`src/rtl/wb_arb_pkg.sv`:
```
// Shared types and helpers for the Wishbone slave-port arbiter.
package wb_arb_pkg;

  // Arbiter states: no owner, owner in a live cycle, owner being aborted.
  typedef enum logic [1:0] {
    IDLE  = 2'd0,
    OWN   = 2'd1,
    ABORT = 2'd2
  } arb_state_e;

  // Round-robin successor of ptr among n requesters (wraps to 0).
  function automatic int unsigned rr_next(input int unsigned ptr, input int unsigned n);
    if (n <= 1) begin
      return 0;
    end
    if (ptr >= n - 1) begin
      return 0;
    end
    return ptr + 1;
  endfunction

  // (a + b) mod n, used to map a rotated scan position back to a master index.
  function automatic int unsigned wrap_add(input int unsigned a, input int unsigned b,
                                           input int unsigned n);
    if (n == 0) begin
      return 0;
    end
    return (a + b) % n;
  endfunction

endpackage

```
`src/rtl/wb_rr_pick.sv`:
```
// Rotating priority encoder: first set request at or above ptr, with wrap.
module wb_rr_pick
  import wb_arb_pkg::*;
#(
  parameter int N   = 3,
  parameter int IDW = (N > 1) ? $clog2(N) : 1
) (
  input  logic [N-1:0]   req,
  input  logic [IDW-1:0] ptr,
  output logic [IDW-1:0] pick,
  output logic           any
);

  // Two copies of req shifted down by ptr put the scan start at bit 0.
  logic [2*N-1:0] w_rot;

  assign w_rot = {req, req} >> ptr;

  // Scan the rotated vector from bit 0; the first hit wins.
  always_comb begin
    pick = '0;
    any  = 1'b0;
    for (int k = 0; k < N; k++) begin
      if (!any && w_rot[k]) begin
        any  = 1'b1;
        pick = IDW'(wrap_add(32'(ptr), 32'(k), 32'(N)));
      end
    end
  end

endmodule

```
`src/rtl/wb_slave_port_arbiter.sv`:
```
// Per-slave-port controller: round-robin grant among decode-qualified masters,
// grant locked for the whole CYC, and a watchdog that aborts unanswered strobes.
//
// Handshake: a master requests with CYC&STB; once granted it owns the slave until
// it drops CYC. A strobe is answered by s_ack or s_err in the cycle they are high;
// a strobe left unanswered for TIMEOUT_CYCLES cycles is answered instead by a
// one-cycle to_err pulse to the owner while the slave side is gated off.
module wb_slave_port_arbiter
  import wb_arb_pkg::*;
#(
  parameter  int N_MASTERS      = 3,
  parameter  int TIMEOUT_CYCLES = 256,
  localparam int MID_W          = (N_MASTERS > 1) ? $clog2(N_MASTERS) : 1,
  localparam int WD_W           = (TIMEOUT_CYCLES > 0) ? $clog2(TIMEOUT_CYCLES + 1) : 1
) (
  input  logic                 clk,
  input  logic                 rstn,
  input  logic [N_MASTERS-1:0] m_cyc,
  input  logic [N_MASTERS-1:0] m_stb,
  input  logic                 s_ack,
  input  logic                 s_err,
  output logic [N_MASTERS-1:0] gnt,
  output logic [MID_W-1:0]     gnt_id,
  output logic                 gnt_vld,
  output logic                 s_gate,
  output logic [N_MASTERS-1:0] to_err,
  output logic                 busy,
  output arb_state_e           dbg_state,
  output logic [WD_W-1:0]      dbg_wd_cnt,
  output logic [MID_W-1:0]     dbg_rr_ptr
);

  localparam logic [WD_W-1:0] WD_LAST = WD_W'(TIMEOUT_CYCLES - 1);
  localparam logic [WD_W-1:0] WD_MAX  = WD_W'(TIMEOUT_CYCLES);

  arb_state_e           r_state;
  logic [MID_W-1:0]     r_rr_ptr;
  logic [WD_W-1:0]      r_wd_cnt;
  logic [N_MASTERS-1:0] r_gnt;
  logic [MID_W-1:0]     r_gnt_id;
  logic                 r_gnt_vld;
  logic                 r_s_gate;
  logic [N_MASTERS-1:0] r_to_err;

  arb_state_e           w_state_nxt;
  logic [MID_W-1:0]     w_rr_ptr_nxt;
  logic [WD_W-1:0]      w_wd_cnt_nxt;
  logic [N_MASTERS-1:0] w_gnt_nxt;
  logic [MID_W-1:0]     w_gnt_id_nxt;
  logic                 w_gnt_vld_nxt;
  logic                 w_s_gate_nxt;
  logic [N_MASTERS-1:0] w_to_err_nxt;

  logic [N_MASTERS-1:0] w_req;
  logic [MID_W-1:0]     w_pick;
  logic                 w_any;
  logic                 w_own_cyc;
  logic                 w_own_stb;
  logic                 w_answered;

  assign w_req = m_cyc & m_stb;

  // r_gnt is one-hot while a master owns the slave, so masking picks its signals.
  assign w_own_cyc  = |(m_cyc & r_gnt);
  assign w_own_stb  = |(m_stb & r_gnt);
  assign w_answered = s_ack | s_err;

  wb_rr_pick #(
    .N   (N_MASTERS),
    .IDW (MID_W)
  ) u_pick (
    .req  (w_req),
    .ptr  (r_rr_ptr),
    .pick (w_pick),
    .any  (w_any)
  );

  // Next-state and next-output decode; every register holds unless a branch says otherwise.
  always_comb begin
    w_state_nxt   = r_state;
    w_rr_ptr_nxt  = r_rr_ptr;
    w_wd_cnt_nxt  = r_wd_cnt;
    w_gnt_nxt     = r_gnt;
    w_gnt_id_nxt  = r_gnt_id;
    w_gnt_vld_nxt = r_gnt_vld;
    w_s_gate_nxt  = r_s_gate;
    w_to_err_nxt  = '0;

    case (r_state)
      IDLE: begin
        if (w_any) begin
          w_gnt_nxt     = N_MASTERS'(1) << w_pick;
          w_gnt_id_nxt  = w_pick;
          w_gnt_vld_nxt = 1'b1;
          w_s_gate_nxt  = 1'b0;
          w_wd_cnt_nxt  = '0;
          w_state_nxt   = OWN;
        end
      end

      OWN: begin
        if (!w_own_cyc) begin
          // Owner ended its cycle: free the slave and move priority past it.
          w_gnt_nxt     = '0;
          w_gnt_vld_nxt = 1'b0;
          w_s_gate_nxt  = 1'b1;
          w_rr_ptr_nxt  = MID_W'(rr_next(32'(r_gnt_id), 32'(N_MASTERS)));
          w_wd_cnt_nxt  = '0;
          w_state_nxt   = IDLE;
        end else if (w_answered || !w_own_stb) begin
          // A response (even on the expiry cycle) or an idle strobe restarts the wait.
          w_wd_cnt_nxt = '0;
        end else if (TIMEOUT_CYCLES > 0) begin
          if (r_wd_cnt == WD_LAST) begin
            w_to_err_nxt = r_gnt;
            w_s_gate_nxt = 1'b1;
            w_wd_cnt_nxt = '0;
            w_state_nxt  = ABORT;
          end else if (r_wd_cnt != WD_MAX) begin
            w_wd_cnt_nxt = r_wd_cnt + 1'b1;
          end
        end
      end

      ABORT: begin
        // Grant stays so the owner can route to_err; slave responses are ignored.
        if (!w_own_cyc) begin
          w_gnt_nxt     = '0;
          w_gnt_vld_nxt = 1'b0;
          w_s_gate_nxt  = 1'b1;
          w_rr_ptr_nxt  = MID_W'(rr_next(32'(r_gnt_id), 32'(N_MASTERS)));
          w_wd_cnt_nxt  = '0;
          w_state_nxt   = IDLE;
        end
      end

      default: begin
        w_gnt_nxt     = '0;
        w_gnt_vld_nxt = 1'b0;
        w_s_gate_nxt  = 1'b1;
        w_wd_cnt_nxt  = '0;
        w_state_nxt   = IDLE;
      end
    endcase
  end

  // State and output registers; reset drops any grant immediately.
  always_ff @(posedge clk or negedge rstn) begin
    if (!rstn) begin
      r_state   <= IDLE;
      r_rr_ptr  <= '0;
      r_wd_cnt  <= '0;
      r_gnt     <= '0;
      r_gnt_id  <= '0;
      r_gnt_vld <= 1'b0;
      r_s_gate  <= 1'b1;
      r_to_err  <= '0;
    end else begin
      r_state   <= w_state_nxt;
      r_rr_ptr  <= w_rr_ptr_nxt;
      r_wd_cnt  <= w_wd_cnt_nxt;
      r_gnt     <= w_gnt_nxt;
      r_gnt_id  <= w_gnt_id_nxt;
      r_gnt_vld <= w_gnt_vld_nxt;
      r_s_gate  <= w_s_gate_nxt;
      r_to_err  <= w_to_err_nxt;
    end
  end

  assign gnt        = r_gnt;
  assign gnt_id     = r_gnt_id;
  assign gnt_vld    = r_gnt_vld;
  assign s_gate     = r_s_gate;
  assign to_err     = r_to_err;
  assign busy       = (r_state != IDLE);
  assign dbg_state  = r_state;
  assign dbg_wd_cnt = r_wd_cnt;
  assign dbg_rr_ptr = r_rr_ptr;

endmodule

```
`config.mk`:
```
export PLATFORM = sky130hd
export DESIGN_NAME = wb_slave_port_arbiter
export DESIGN_NICKNAME = d
export VERILOG_FILES = /design/src/rtl/wb_arb_pkg.sv /design/src/rtl/wb_rr_pick.sv /design/src/rtl/wb_slave_port_arbiter.sv
export SDC_FILE = /design/constraint.sdc
export NUM_CORES = 1
export LEC_CHECK = 0
export CAP_MARGIN = 40
export CELL_PAD_IN_SITES_DETAIL_PLACEMENT = 1
export CELL_PAD_IN_SITES_GLOBAL_PLACEMENT = 1
export CORE_ASPECT_RATIO = 1.4
export CORE_MARGIN = 5
export CORE_UTILIZATION = 35
export CTS_BUF_LIST = sky130_fd_sc_hd__clkbuf_8
export DETAILED_ROUTE_END_ITERATION = 12
export HOLD_SLACK_MARGIN = 0.1
export PLACE_DENSITY = 0.88
export SLEW_MARGIN = 20
export SYNTH_ARGS = -nofsm -noshare
export SYNTH_HDL_FRONTEND = slang
export SYNTH_SLANG_ARGS = --single-unit
```
`constraint.sdc`:
```
create_clock -name clk -period 1.7 [get_ports clk]
set_clock_uncertainty 0.1 [all_clocks]
set_input_delay 0.17 -clock clk [delete_from_list [all_inputs] [get_ports clk]]
set_output_delay 0.17 -clock clk [all_outputs]
set_load 0.05 [all_outputs]
```
==> impl_metrics.ini <==
[routing]
routed-wl-met3_um = 281
drc = 0
vias = 1842
drt-initial-drc-count = 98
viasPerCell = 6.06
wirelength_um = 7460
detail-route-antenna-nets = 0
dr.max_layer_used = met4
met1_length_um = 2580
drt-wirelength-per-cell_um = 24.5
dr_wl_met2_um = 4210
first_pass_iters = 5

[timing]
max_freq_ghz = 0.475
relSlewSlack = 0.723
fin_crit_ps = 2110
drv_slew = 0
tightest_slew_ps = 412
fin_tns_setup_ps = -3830
finalHoldViolations = 0
setup_ws_ps = -407
rsz0062_at_grt = yes
period_share = 1.24
setup_viol = 18

[final_layout]
diodes = 0
layoutNonFillerInstCount = 304
drive_above_1_share = 0.672
nNetsFinal = 278
syn2layout_area_growth_pct = 87.2

[setup_path]
cpMostUsedCell = buf_6
worstPathArrival_ps = 2140
worstPathRequired_ps = 1730
path_buf_inv = 3
crit_slowest_cell = dfrtp_2
path_delay_family = compound AO/OA/AOI/OAI gates
slowest_delay_ps = 440
crit_chain = a222oi_1 > buf_4 > buf_6 > nand2b_4 > nand3_4 > buf_6 > o31ai_1
worst-setup-path-type = flip-flop to flip-flop
crit_path_end_kind = flip-flop
crit_fanout = 3
r2r_setup_slack_ps = -410
startpoint = gnt[0]
r2r_start = gnt[0]
start_kind = flip-flop

[die]
core-area_um2 = 4200
die_area_um2 = 5760
die_h_um = 87.8
rows = 28
io_pins = 34
die_w_um = 65.6
initial_core_util = 0.360

[global_routing]
grt_max_degree = 24
grt_pass1_vias = 1993
grt.total_usage = 0.233
antenna_found_initial = 0
grt_overflow = 0
grt_pass1_wl_um = 10200

[clock_tree]
cts_max_level = 1
clockRootBuffer = clkbuf_8
clk_latency_ps = 270
clk_pin_slew_ps = 90
numCtsBuffers = 3
clk_path_buf_depth = 2
cts.sinks = 23
cts_hold_buf = 0
cts_tree = yes

[power]
power_density_nw_per_um2 = 1530
leakage_nw = 1.25
ir_drop_mv = 1.04

[synthesis]
syn_avg_cell_area_um2 = 9.52
synth_nets = 177
synth_area_um2 = 1510
synth.area.top_cells = dfrtp_1 36%, ha_1 6.6%, nand2_1 5.5%
synthCells = 159
yosys_warnings = 0
synth.top_cell.area_share = 0.364
synth.distinct_cells = 54
ys_ff_latch = 23
synthTopCellsByCount = 22 x dfrtp_1, 22 x nand2_1, 9 x inv_1, 9 x nor2_1
synth_edf_count = 0
synth-seq-area-share = 0.381
ys.flop_type = dfrtp_1
ys_async_sr_fraction = 1.00
yosys.area.top_type = dfrtp_1

[place]
portBuffers = 33
post-place-cells = 285
dp_hpwl_um = 4280
post-place-ws_ps = -534
gp_congestion = 0.888

[run]
drv_cap = 0

[outcome]
outcome = complete, but fails checks
violations = negative setup slack

[worst_hold_path]
timing.hold.worst.class = input pin to asynchronous set/reset pin
## per-stage QoR
step           cell area, um2  hold WS [ps]   util  power [mW]
2_1_floorplan            1610          -226      -        2.06
3_3_place_gp             2320           381  0.551        2.98
3_5_place_dp             2320           386  0.551        3.05
4_1_cts                  2610           168  0.620        3.81
5_1_grt                  2830           177  0.674        4.48
6_report                 2830           155  0.674        4.35
## state kept, by name, indices dropped and copies added (netlist names)
register,flops
dbg_state,2
dbg_wd_cnt,9
gnt,3
gnt_vld,1
to_err,3
s_gate,1
dbg_rr_ptr,2
gnt_id,2
## path summary, 6_finish.rpt
kind | to | depth (start not counted)
worst max-delay path | gnt[0] | 7
worst min-delay path | to_err[2] | 2
worst max register to register | gnt[0] | 7
worst min register to register | s_gate | 2
max in group asynchronous | s_gate | 2
min in group clk | s_gate | 2
## power by group
part / switching [mW] / total, mW / leakage (nW) / internal [mW]
Combinational: 1.71 / 3.15 / 0.938 / 1.44
Clock: 0.192 / 0.354 / 0.0269 / 0.162
Sequential: 0.155 / 0.841 / 0.284 / 0.686
## layer usage
metal | GRT usage | vias to the layer above
li1 | - | 797
met1 | 0.229 | 938
met2 | 0.474 | 78
met3 | 0.0218 | 29
met4 | 0.111 | 0
met5 | 0 | -
## kinds of logic (layout without fill, tap and decap cells)
family / Yosys count / count (layout) / synth area share
and+or+nand+nor: 67 / 67 / 0.240
AOI/OAI and AO/OA: 45 / 45 / 0.242
DFF: 23 / 23 / 0.381
buffers and inverters: 12 / 112 / 0.0421
adders and majority gates: 8 / 8 / 0.0661
muxes: 4 / 4 / 0.0289
## cells in the final DEF (no fill, tap or decap), types with 2 or more instances in the layout
cell and n:
nand2b_4 3, o31ai_2 3, ha_1 5, nor2_4 2
nand3_4 3, nand2b_1 2, a222oi_1 2, mux2_2 2
clkbuf_8 3, ha_4 3, nand3_1 5, buf_12 3
nor2_1 6, dlygate4sd2_1 4, nand2_2 6, buf_4 71
and2_1 3, dfrtp_1 7, o21ai_2 8, nand4_1 2
clkdlybuf4s50_1 5, nor3_1 3, o211ai_1 5, o21ai_1 3
nor4b_4 2, nand2_1 15, dfrtp_2 14, nor2_2 2
buf_6 16, a31oi_4 2, inv_2 3, inv_1 6
## layout make-up
class / count / area [um2]
clock buffer: 3 / 41.3
clock inverter: 1 / 3.75
fill: 447 / 1370
inverter: 9 / 36.3
multi-input combinational: 124 / 1240
sequential: 23 / 598
tap: 45 / 56.3
timing repair buffer: 99 / 858
## what timing repair did
item,4_1_cts,5_1_grt
gates resized for setup,36,40
pin swaps,18,16
gates cloned,0,0
setup endpoints to repair,22,24
buffers inserted,8,8
(Power assumes the default switching activity.)
